--- src/rtl/enigma_stepper_core.sv ---
// Multi-rotor Enigma core with odometer/double-step stepping and reflector B, one symbol in flight.
// Optional plugboard behind `ENIGMA_PLUGBOARD_EN`; out_valid rises 2*NUM_ROTORS+2 edges after accept.
module enigma_stepper_core #(
   parameter int NUM_ROTORS = 3
) (
   input  logic                    clk,
   input  logic                    rst_n,
   input  logic                    cfg_load,
   input  logic [NUM_ROTORS*5-1:0] cfg_pos,
   input  logic                    in_valid,
   output logic                    in_ready,
   input  logic [4:0]              in_sym,
   output logic                    out_valid,
   input  logic                    out_ready,
   output logic [4:0]              out_sym,
   output logic [NUM_ROTORS*5-1:0] pos
`ifdef ENIGMA_PLUGBOARD_EN
   ,
   input  logic                    plug_we,
   input  logic [4:0]              plug_a,
   input  logic [4:0]              plug_b
`endif
);
   localparam int ALPHA = 26;
   localparam int SYM_W = 5;
   localparam logic [2:0] LAST = 3'(NUM_ROTORS - 1);

   localparam logic [207:0] W_I   = "EKMFLGDQVZNTOWYHXUSPAIBRCJ";
   localparam logic [207:0] W_II  = "AJDKSIRUXBLHWTMCQGZNPYFVOE";
   localparam logic [207:0] W_III = "BDFHJLCPRTXVZNYEIWGAKMUSQO";
   localparam logic [207:0] W_IV  = "ESOVPZJAYQUIRHXLNFTGKDCMWB";
   localparam logic [207:0] W_V   = "VZBRGITYUPSDNHLXAWMJQOFECK";
   localparam logic [207:0] REF_B = "YRUHQSLDPXNGOKMIEBFZCWVJAT";

   typedef enum logic [2:0] {IDLE, STEP, FWD, REFL, BACK, OUT} state_t;

   function automatic logic [SYM_W-1:0] add26(input logic [SYM_W-1:0] a, input logic [SYM_W-1:0] b);
      logic [SYM_W:0] s;
      s = {1'b0, a} + {1'b0, b};
      if (s >= 6'(ALPHA)) s = s - 6'(ALPHA);
      return s[SYM_W-1:0];
   endfunction

   function automatic logic [SYM_W-1:0] sub26(input logic [SYM_W-1:0] a, input logic [SYM_W-1:0] b);
      logic [SYM_W:0] s;
      if (a >= b) s = {1'b0, a} - {1'b0, b};
      else        s = {1'b0, a} + 6'(ALPHA) - {1'b0, b};
      return s[SYM_W-1:0];
   endfunction

   // Letter i of a 26-character table, leftmost character is entry 0.
   function automatic logic [SYM_W-1:0] tab(input logic [207:0] s, input logic [SYM_W-1:0] i);
      logic [7:0] c;
      logic [7:0] v;
      c = 8'h41;
      for (int j = 0; j < ALPHA; j++)
         if (i == 5'(j)) c = s[8*(25-j) +: 8];
      v = c - 8'h41;
      return v[SYM_W-1:0];
   endfunction

   function automatic logic [207:0] wstr(input logic [2:0] t);
      case (t)
         3'd0:    return W_I;
         3'd1:    return W_II;
         3'd2:    return W_III;
         3'd3:    return W_IV;
         default: return W_V;
      endcase
   endfunction

   function automatic logic [2:0] rtype(input logic [2:0] k);
      case (k)
         3'd0:    return 3'd2;
         3'd1:    return 3'd1;
         3'd2:    return 3'd0;
         3'd3:    return 3'd3;
         default: return 3'd4;
      endcase
   endfunction

   function automatic logic [SYM_W-1:0] notch(input logic [2:0] t);
      case (t)
         3'd0:    return 5'd16;
         3'd1:    return 5'd4;
         3'd2:    return 5'd21;
         3'd3:    return 5'd9;
         default: return 5'd25;
      endcase
   endfunction

   function automatic logic [SYM_W-1:0] winv(input logic [2:0] t, input logic [SYM_W-1:0] x);
      logic [SYM_W-1:0] r;
      r = '0;
      for (int j = 0; j < ALPHA; j++)
         if (tab(wstr(t), 5'(j)) == x) r = 5'(j);
      return r;
   endfunction

   state_t            state;
   logic [2:0]        idx;
   logic [SYM_W-1:0]  d;
   logic              pass;
   logic [SYM_W-1:0]  rp [NUM_ROTORS];
   logic [SYM_W-1:0]  step_pos [NUM_ROTORS];
   logic [NUM_ROTORS-1:0] at_n, st;
   logic [SYM_W-1:0]  p, fwd_d, bwd_d, refl_d, sw_in, sw_out;
   logic [2:0]        cur_t;

   assign in_ready = (state == IDLE) && !cfg_load;

   always_comb begin
      pos = '0;
      for (int k = 0; k < NUM_ROTORS; k++) pos[k*5 +: 5] = rp[k];
   end

   // Stepping decisions all use pre-step positions, which gives the double-step.
   always_comb begin
      at_n = '0;
      st   = '0;
      st[0] = 1'b1;
      for (int k = 0; k < NUM_ROTORS; k++) at_n[k] = (rp[k] == notch(rtype(3'(k))));
      for (int k = 0; k <= NUM_ROTORS - 2; k++) if (at_n[k]) st[k+1] = 1'b1;
      for (int k = 1; k <= NUM_ROTORS - 2; k++) if (at_n[k]) st[k] = 1'b1;
      for (int k = 0; k < NUM_ROTORS; k++) step_pos[k] = st[k] ? add26(rp[k], 5'd1) : rp[k];
   end

   always_comb begin
      p = '0;
      for (int k = 0; k < NUM_ROTORS; k++) if (idx == 3'(k)) p = rp[k];
      cur_t  = rtype(idx);
      fwd_d  = sub26(tab(wstr(cur_t), add26(d, p)), p);
      bwd_d  = sub26(winv(cur_t, add26(d, p)), p);
      refl_d = tab(REF_B, d);
   end

`ifdef ENIGMA_PLUGBOARD_EN
   logic [SYM_W-1:0] plug [ALPHA];
   assign sw_in  = plug[in_sym];
   assign sw_out = plug[bwd_d];

   always_ff @(posedge clk or negedge rst_n) begin
      if (!rst_n) begin
         for (int i = 0; i < ALPHA; i++) plug[i] <= 5'(i);
      end else if (state == IDLE && plug_we && plug_a < 5'(ALPHA) && plug_b < 5'(ALPHA)) begin
         // Old partners revert first; the new pair's writes come last and win.
         if (plug_a != plug_b) begin
            plug[plug[plug_a]] <= plug[plug_a];
            plug[plug[plug_b]] <= plug[plug_b];
            plug[plug_a]       <= plug_b;
            plug[plug_b]       <= plug_a;
         end else begin
            plug[plug[plug_a]] <= plug[plug_a];
            plug[plug_a]       <= plug_a;
         end
      end
   end
`else
   assign sw_in  = in_sym;
   assign sw_out = bwd_d;
`endif

   always_ff @(posedge clk or negedge rst_n) begin
      if (!rst_n) begin
         state     <= IDLE;
         idx       <= '0;
         d         <= '0;
         pass      <= 1'b0;
         out_valid <= 1'b0;
         out_sym   <= '0;
         for (int k = 0; k < NUM_ROTORS; k++) rp[k] <= '0;
      end else begin
         case (state)
            IDLE: begin
               if (cfg_load) begin
                  for (int k = 0; k < NUM_ROTORS; k++)
                     rp[k] <= (cfg_pos[k*5 +: 5] >= 5'(ALPHA)) ? 5'd0 : cfg_pos[k*5 +: 5];
               end else if (in_valid) begin
                  pass  <= (in_sym >= 5'(ALPHA));
                  d     <= (in_sym >= 5'(ALPHA)) ? in_sym : sw_in;
                  state <= STEP;
               end
            end
            STEP: begin
               if (!pass) for (int k = 0; k < NUM_ROTORS; k++) rp[k] <= step_pos[k];
               idx   <= '0;
               state <= FWD;
            end
            FWD: begin
               if (!pass) d <= fwd_d;
               if (idx == LAST) state <= REFL;
               else             idx   <= idx + 3'd1;
            end
            REFL: begin
               if (!pass) d <= refl_d;
               idx   <= LAST;
               state <= BACK;
            end
            BACK: begin
               if (!pass) d <= bwd_d;
               if (idx == 3'd0) begin
                  out_sym   <= pass ? d : sw_out;
                  out_valid <= 1'b1;
                  state     <= OUT;
               end else begin
                  idx <= idx - 3'd1;
               end
            end
            OUT: begin
               if (out_ready) begin
                  out_valid <= 1'b0;
                  state     <= IDLE;
               end
            end
            default: state <= IDLE;
         endcase
      end
   end
endmodule

--- config.mk ---
export PLATFORM = sky130hd
export DESIGN_NAME = enigma_stepper_core
export DESIGN_NICKNAME = d
export VERILOG_FILES = /design/src/rtl/enigma_stepper_core.sv
export SDC_FILE = /design/constraint.sdc
export NUM_CORES = 1
export LEC_CHECK = 0
export ABC_AREA = 1
export CORE_MARGIN = 2
export CORE_UTILIZATION = 38
export DETAILED_ROUTE_END_ITERATION = 12
export DONT_BUFFER_PORTS = 1
export SLEW_MARGIN = 20
export SYNTH_ARGS = -nofsm -noshare
export SYNTH_HDL_FRONTEND = slang
export SYNTH_SLANG_ARGS = --single-unit
--- constraint.sdc ---
create_clock -name clk -period 16.6 [get_ports clk]
set_input_delay 3.32 -clock clk [delete_from_list [all_inputs] [get_ports clk]]
set_output_delay 3.32 -clock clk [all_outputs]
set_load 0.01 [all_outputs]
======== Yosys cells after proc, flatten, opt, wreduce, memory -nomap -nowiden ========
Cells that the tools add are included.
word-level totals
  flip-flop bits (word level) ............. 33
  latch bits .............................. 0
  RAM bits ................................ 0
  ROM bits ................................ 0
  input port bits ......................... 25
  output and inout bits ................... 22
  logic and storage cells ................. 301
  memories kept ........................... 0
operators by class
  add/subtract/negate cells ............... 43
  multipliers ............................. 0
  div/mod/pow operators ................... 0
  magnitude comparators ................... 10
  eq/ne operators ......................... 101
  shifts and indexed selects .............. 0
  muxes and demuxes ....................... 117
  bitwise gates (word level) .............. 1
  reduce and logical (&&, ||, !) cells .... 20
operators with widths
  kind                   number
  $pmux W205 S4          1
  $mux W5                95
  $sub A5 B1 Y5 const B  27
  $eq A5 B5 Y1           25
  $eq A5 B5 Y1 const B   21
  $eq A5 B4 Y1 const B   16
  $eq A5 B3 Y1 const B   9
  $mux W15               2
  $pmux W15 S2           1
  $ne A2 B2 Y1 const B   13
  $ge A6 B5 Y1 const B   4
  $pmux W3 S4            2
  $mux W3                7
  $eq A5 B2 Y1 const B   4
  $ge A5 B5 Y1 const B   4
  $pmux W5 S4            1
  $sub A5 B5 Y5          4
  $sub A5 B5 Y5 const B  4
  $add A5 B1 Y6 const B  3
  $eq A3 B2 Y1 const B   6
  $pmux W3 S6            1
  $reduce_and A3 Y1      4
  $add A5 B5 Y5 const B  2
  $eq A5 B1 Y1 const B   2
  18 further kinds       34

======== Longest topological paths before layout ========
Gate-level depths: netlist of run 1.
  depth in word-level cells ............... 40
  gate-level depth with buffers ........... 60
  mapped depth without buffers ............ 60

======== Least setup slack after synthesis of run 1 ========
No wires, ideal clock.
  path kind ............................... input to output
  start ................................... in cfg_load
  end ..................................... out in_ready
  data arrival time ....................... 3,489 ps
  slack ................................... 9,791 ps
  cell stages on the path ................. 1
  path buffers ............................ 0
  cells stage by stage .................... nor2_1
between the ends
  longest elaborated chain between the ends .. 2
ends and longest elaborated chain
  item                 RTL line  RTL
  start, declared      8         input logic cfg_load,
  $logic_not A1 Y1     110       assign in_ready = (state == IDLE) && !cfg_load;
  $logic_and A1 B1 Y1  110
  end, declared        11        output logic in_ready,
No other way between the ends.

======== Final worst setup path of run 1 ========
  start ................................... reg idx[1]
  end ..................................... reg d[3]
between the ends
  longest elaborated chain between the ends .. 40
  elaborated cells on any way between the ends .. 158
ends and longest elaborated chain
  item                                                  RTL line  RTL
  start, declared                                       101       logic [2:0] idx;
  start signal, assigned                                192       else idx <= idx + 3'd1;
  start signal, assigned                                206       idx <= idx - 3'd1;
  $logic_not A3 Y1                                      73, 130
  $mux W5 (3 in a row)                                  130       for (int k = 0; k < NUM_ROTORS; k++) if (idx == 3'(k)) p = rp[k];
  $add A5 B5 Y6                                         39        s = {1'b0, a} + {1'b0, b};
  $sub A5 B5 Y5 / $ge A6 B5 Y1 (equally long branches)  40        if (s >= 6'(ALPHA)) s = s - 6'(ALPHA);
  $mux W5                                               40
  $logic_not A5 Y1                                      57        if (i == 5'(j)) c = s[8*(25-j) +: 8];
  $mux W5 (26 in a row)                                 57
  $sub A5 B1 Y5                                         58        v = c - 8'h41;
  $add A5 B5 Y5                                         47        else s = {1'b0, a} + 6'(ALPHA) - {1'b0, b};
  $sub A5 B5 Y5                                         47
  $mux W5                                               46        if (a >= b) s = {1'b0, a} - {1'b0, b};
  $mux W5                                               190       if (!pass) d <= fwd_d;
  $pmux W5 S4 (*)                                       173       case (state)
  end signal, assigned                                  180       d <= (in_sym >= 5'(ALPHA)) ? in_sym : sw_in;
  end signal, assigned                                  190
  end signal, assigned                                  195       if (!pass) d <= refl_d;
  end, declared                                         102       logic [SYM_W-1:0] d;
Mark *: on every way between the ends. The rest lies on a longest branch, timed or not. The select of a mux whose other input is x is not followed.
A chain may end at the register's enable or synchronous reset.

==> metrics.md, run 1 <==
| Metric | Value |
|---|---|
| RePlAce Congestion | `0.9891` |
| # setup viols final | `0` |
| Drt total wl | `23,560 um` |
| # DRC | `0` |
| Met2 usage | `35.50%` |
| Hold Path Class | `reg -> reg` |
| Via count of the first global-routing pass | `7,542` |
| Number of setup buffers added after CTS | `0` |
| Slew Limit Fails | `0` |
| DP Worst Slack | `8922 ps` |
| Core box area | `19,590 um2` |
| Initial drt markers | `807` |
| Netlist cell types | `62` |
| Fin. Hold Viols | `0` |
| Worst-path cell with the longest stage delay | `nor2_2` |
| Arr. time, crit path | `7930 ps` |
| RSZ-0062 raised after global routing | `false` |
| Via Count | `7,939` |
| H-Tree Depth | `2` |
| Drt wl/cell | `15.95 um` |
| Crit path capture type | `flip-flop` |
| Worst rel slew slack | `35.49%` |
| 1st-pass router iterations | `6` |
| Filler cell count in the final layout | `2,114` |
| CTS hold repair buffers | `0` |
| Syn_nets | `1,331` |
| Skew-Pair Late Insertion Delay | `280 ps` |
| Adder-Cell Fraction of Synth Area | `13.33%` |
| WS Path Type | `reg -> reg` |
| Worst Max-Slew Pin Slew | `967.7 ps` |
| Post-synthesis compound-gate area fraction | `15.89%` |
| Post-synthesis mux area share | `0%` |
| Crit path max fanout | `12` |
| Final worst slack | `8832 ps` |
| Share of layout cells above drive strength 1 | `7.756%` |
| Initial antenna violation count | `0` |
| First-pass GRT wire length | `38,690 um` |
| CTS tree | `yes` |
| DP HPWL | `18,080 um` |
| Synth Area per Inst | `6.203 um2` |
| Post-synthesis instance total | `1,229` |
| Via-per-instance ratio | `5.375` |
| Sequential element share of the synthesized area | `10.83%` |
| Max_cap viols | `0` |
| R2R cell count | `52` |
| Fmax | `0.1287 GHz` |
| Largest net degree at the start of global routing | `38` |
| Clock transition at the registers of the reported paths | `60 ps` |
| Remaining global-route overflow | `0` |
| Cell Rows | `51` |
| Die width | `145.6 um` |
| Max incr delay on CP | `450 ps` |
| N_diodes | `0` |
| IO Count | `47` |
| EDFF count, synth | `0` |
| Sinks on Clock Net | `33` |
| Top area cells in the synthesized netlist | `nand2_1 (14%), ha_1 (11%), dfrtp_1 (11%)` |
| Period utilization | `46.79%` |
| CP required | `16,760 ps` |
| Worst Skew | `7.390 ps` |
| Area Overhead vs Synth | `4.579%` |
| Post-synth ARST share | `100.0%` |
| Root Buffer | `clkbuf_16` |
| Synth cell count leaders | `nand2_1 (294), inv_1 (160), nor2_1 (134)` |
| CTS Buffer Depth | `2` |
| Hold-critical path depth | `2` |
| Startpoint class of the critical path | `flip-flop` |
| IO Port Bufs | `0` |
| Die area | `21,210 um2` |
| #FFs+latches synth | `33` |
| XOR/XNOR Fraction of Synth Area | `11.70%` |
| Leading area contributor after synthesis | `nand2_1` |
| Final nets | `1,313` |
| CTS Buf Count | `5` |
| Initial core utilization | `38.92%` |
| Minimum clock period | `7768 ps` |
| Status | `finished, final reports clean` |
| TNS Setup | `0 ps` |
| Die Ht | `145.6 um` |
| Synth Flop Type | `dfrtp_1` |
| Crit path top cell by count | `nand2_1` |
| Yosys warnings | `0` |
| Post-synth top area share | `14.48%` |
| Dominant combinational cell family by area after synthesis | `simple AND/OR/NAND/NOR gates` |
| Mapped Area | `7624 um2` |
| Post-cts resize count | `0` |
| Gr usage total | `21.88%` |
| Grt met3 use | `3.072%` |
| Post-Synth Simple-Gate Area | `37.12%` |
| Gr busiest metal | `met2` |
| Post-route antenna net violation count | `0` |
| Met1 Usage GRT | `29.86%` |
| Most common cell in the netlist | `nand2_1` |
==> worst max-delay path: cells and delay by family (launching register included) <==
family,cells,cell delay [ps]
simple gates,28,2980
compound gates,6,990
xor+xnor,1,150
buf+inv,9,720
flops,1,390
fa+ha+maj,8,2390
==> stage by stage <==
| stage | utilization (%) | cell area [um2] | hold slack, ps | cells |
|---|---|---|---|---|
| floorplan | - | 7624 | 505.6 | 1229 |
| global placement | 39.89 | 7815 | 528.2 | 1469 |
| detailed placement | 39.89 | 7815 | 530.2 | 1469 |
| CTS | 40.70 | 7973 | 545.0 | 1477 |
| global route | 40.70 | 7973 | 569.2 | 1477 |
| finish | 40.70 | 7973 | 543.7 | 1477 |
==> flip-flops by register name (all words and copies together), names as in the netlist <==
signal and cells:
state 3, pass 1, d 5, idx 3, out_valid 1, out_sym 5
pos 15
==> per-layer routing <==
layer  vias to the layer above  wire, um
met4                         0       696
li1                       3980         -
met5                         -         0
met3                        53      1778
met1                      3586     10570
met2                       320     10510
==> cell type report <==
type / count / area [um2] / share of cell area [%]
Multi-Input combinational cell: 984 / 5949 / 74.62
Sequential cell: 33 / 825.8 / 10.36
Inverter: 186 / 700.7 / 8.788
Tap cell: 265 / 331.6 / 4.159
Clock buffer: 7 / 152.6 / 1.915
Timing Repair Buffer: 1 / 7.507 / 0.09416
Clock inverter: 1 / 5.005 / 0.06277
==> kinds of logic (layout without fill, tap and decap cells) <==
kind of cell    Yosys count  after routing
flops                    33             33
simple gates            606            606
fa+ha+maj                77             77
xor+xnor                101            101
compound gates          200            200
buf+inv                 212            195
==> path summary, 6_finish.rpt <==
kind                            start         end  slack, ps
setup reg to reg               idx[1]        d[3]       8830
setup / recovery               idx[1]        d[3]       8830
min in group asynchronous       rst_n        d[2]       2730
hold reg to reg            out_sym[0]  out_sym[0]        540
hold / removal             out_sym[0]  out_sym[0]        540
max in group asynchronous       rst_n      pos[3]      13770
==> layout by cell type (no fill, tap or decap), drive strengths merged, types with 5 or more instances in the layout <==
| cell type | n |
|---|---|
| a211oi | 6 |
| a21oi | 40 |
| a22oi | 5 |
| a31oi | 17 |
| clkbuf | 7 |
| dfrtp | 33 |
| fa | 7 |
| ha | 70 |
| inv | 185 |
| nand2 | 309 |
| nand3 | 68 |
| nand3b | 5 |
| nand4 | 22 |
| nor2 | 158 |
| nor3 | 22 |
| nor4 | 9 |
| o2111ai | 6 |
| o211ai | 13 |
| o21ai | 83 |
| o22ai | 11 |
| or2 | 7 |
| xnor2 | 22 |
| xor2 | 79 |
Power of run 1 is not shown: default switching activity piles up to over one toggle a cycle in this logic, so the estimate is an artifact.
==> run 2, diff against run 1 <==
clock period = 6.34 ns   (was 16.6 ns; I/O delays follow)
==> run 2 against run 1 <==
Effect of this change:
- non-clock buffer count increased by 184
- largest cell class unchanged
- first-iteration DRC count is 4.8% lower
- register-to-register slack got worse by 8800 ps
- cell count up 13%
- die area unchanged
- global-route usage rose by 2.5 points
==> metrics.md, run 2 (synthesis results as in run 1) <==
| Metric | Value |
|---|---|
| CTS Buf Count | `5` |
| Crit path max fanout | `6` |
| CTS Buffer Depth | `2` |
| Remaining global-route overflow | `0` |
| Via count of the first global-routing pass | `8,483` |
| CP required | `6490 ps` |
| WS Path Type | `reg -> reg` |
| Hold Path Sink | `out_sym[0]` |
| Die width | `145.6 um` |
| Initial drt markers | `768` |
| Max reg flops | `15` |
| Period utilization | `99.78%` |
| IO Port Bufs | `0` |
| Met3 Wirelength | `1773 um` |
| Root Buffer | `clkbuf_16` |
| IO Count | `47` |
| Startpoint class of the critical path | `flip-flop` |
| Sinks on Clock Net | `33` |
| Status | `finished, final reports clean` |
| Core box area | `19,590 um2` |
| Clock transition at the registers of the reported paths | `50 ps` |
| Fmax | `0.1581 GHz` |
| Initial antenna violation count | `0` |
| Worst Max-Slew Pin Slew | `988.1 ps` |
| Max incr delay on CP | `550 ps` |
| CTS hold repair buffers | `0` |
| Worst path top cell family by delay | `simple AND/OR/NAND/NOR gates` |
| Crit. path cell count | `52` |
| Drt wl/cell | `16.02 um` |
| CTS tree | `yes` |
| Via-per-instance ratio | `5.284` |
| N_diodes | `0` |
| Worst rel slew slack | `34.12%` |
| Worst-path cell with the longest stage delay | `fa_1` |
| DP HPWL | `20,950 um` |
| RePlAce Congestion | `1.017` |
| Share of layout cells above drive strength 1 | `24.96%` |
| Slew Limit Fails | `0` |
| Hold Path Class | `reg -> reg` |
| First-pass GRT wire length | `42,640 um` |
| Minimum clock period | `6326 ps` |
| Via Count | `8,787` |
| Crit path top cell by count | `nand2_1` |
| H-Tree Depth | `2` |
| Reg2reg end | `d[4]` |
| 1st-pass router iterations | `5` |
| DR WL met2 | `12,590 um` |
| Reg2reg setup slack | `10 ps` |
| # setup viols final | `0` |
| Reg2Reg Launch Point | `idx[1]` |
| Commonest non-fill, non-tap cell in the layout | `nand2_1` |
| Post-Layout Cell Count | `1,663` |
| Die area | `21,210 um2` |
| Crit path capture type | `flip-flop` |
| Drt total wl | `26,640 um` |
| Uppermost layer routed | `met4` |
| R2R cell count | `52` |
| Initial core utilization | `38.92%` |
| Gr usage total | `24.41%` |
| Max_cap viols | `0` |
| # DRC | `0` |
| Largest net degree at the start of global routing | `34` |
| Min-delay src | `out_sym[0]` |
| Skew-Pair Late Insertion Delay | `280 ps` |
| Worst Skew | `4.230 ps` |
| Die Ht | `145.6 um` |
| Placed cells | `1,637` |
| RSZ-0062 raised after global routing | `true` |
| Commonest cells after routing, fill and taps aside | `nand2_1 (282), buf_4 (176), inv_1 (152), nor2_1 (128), xor2_1 (73)` |
| Filler cell count in the final layout | `1,975` |
| Fin. Hold Viols | `0` |
| Hold-critical path depth | `2` |
| Cell Rows | `51` |
| Area Overhead vs Synth | `29.77%` |
| Met1 wire length | `11,360 um` |
| Final nets | `1,499` |
| Arr. time, crit path | `6470 ps` |
| WP buf/inv | `7` |
| Post-route antenna net violation count | `0` |
| Final hold slack | `545.4 ps` |
run 2: changes by cell type in the layout (fill, tap and decap cells not counted), sizes merged:
cell	delta
nand2	+2
buf	+184
clkbuf	+1
clkinv	-1
run 2: layer usage:
| metal | GRT usage (%) | up-vias |
|---|---|---|
| met5 | 0 | - |
| met4 | 8.627 | 0 |
| met3 | 3.166 | 80 |
| met2 | 42.09 | 371 |
| met1 | 31.36 | 3973 |
| li1 | - | 4363 |
run 2: tightest hold or removal path, cell delays in order, from the launching register on:
cell and delay (ps):
dfrtp_1 390, nand2_1 70, nand2_1 50
run 2: per-stage QoR:
| step | setup slack (ps) | instance area, um2 | TNS [ps] | util [%] |
|---|---|---|---|---|
| global placement | -130.0 | 9117 | -494.2 | 46.54 |
| floorplan | 10.21 | 7627 | 0 | - |
| global route | -397.8 | 9893 | -2707 | 50.50 |
| CTS | 21.46 | 9530 | 0 | 48.65 |
| detailed placement | -300.0 | 9117 | -1821 | 46.54 |
| finish | 13.95 | 9893 | 0 | 50.50 |
run 2: final cells by class:
class                   count  area [um2]  share of cell area [%]
multi-input cells         986        6426                   64.96
inverters                 186       705.7                   7.133
repair buffers            185        1466                   14.82
clock buffers               8       136.4                   1.379
well taps                 265       331.6                   3.351
flip-flops and latches     33       827.0                   8.360
run 2: worst max-delay path by stage:
stage / start / end
floorplan: idx[1] / d[3]
global route: idx[0] / out_sym[1]
CTS: idx[1] / d[1]
finish: idx[1] / d[4]
global placement: idx[1] / d[4]
detailed placement: idx[1] / d[3]
run 2: repair_timing:
item	in CTS	in global routing
endpoints found under the setup margin	8	9
pin swaps	21	38
gates resized for setup	59	59
buffers inserted	5	11
gates cloned	2	0
Power of run 2 is left out for the same reason.
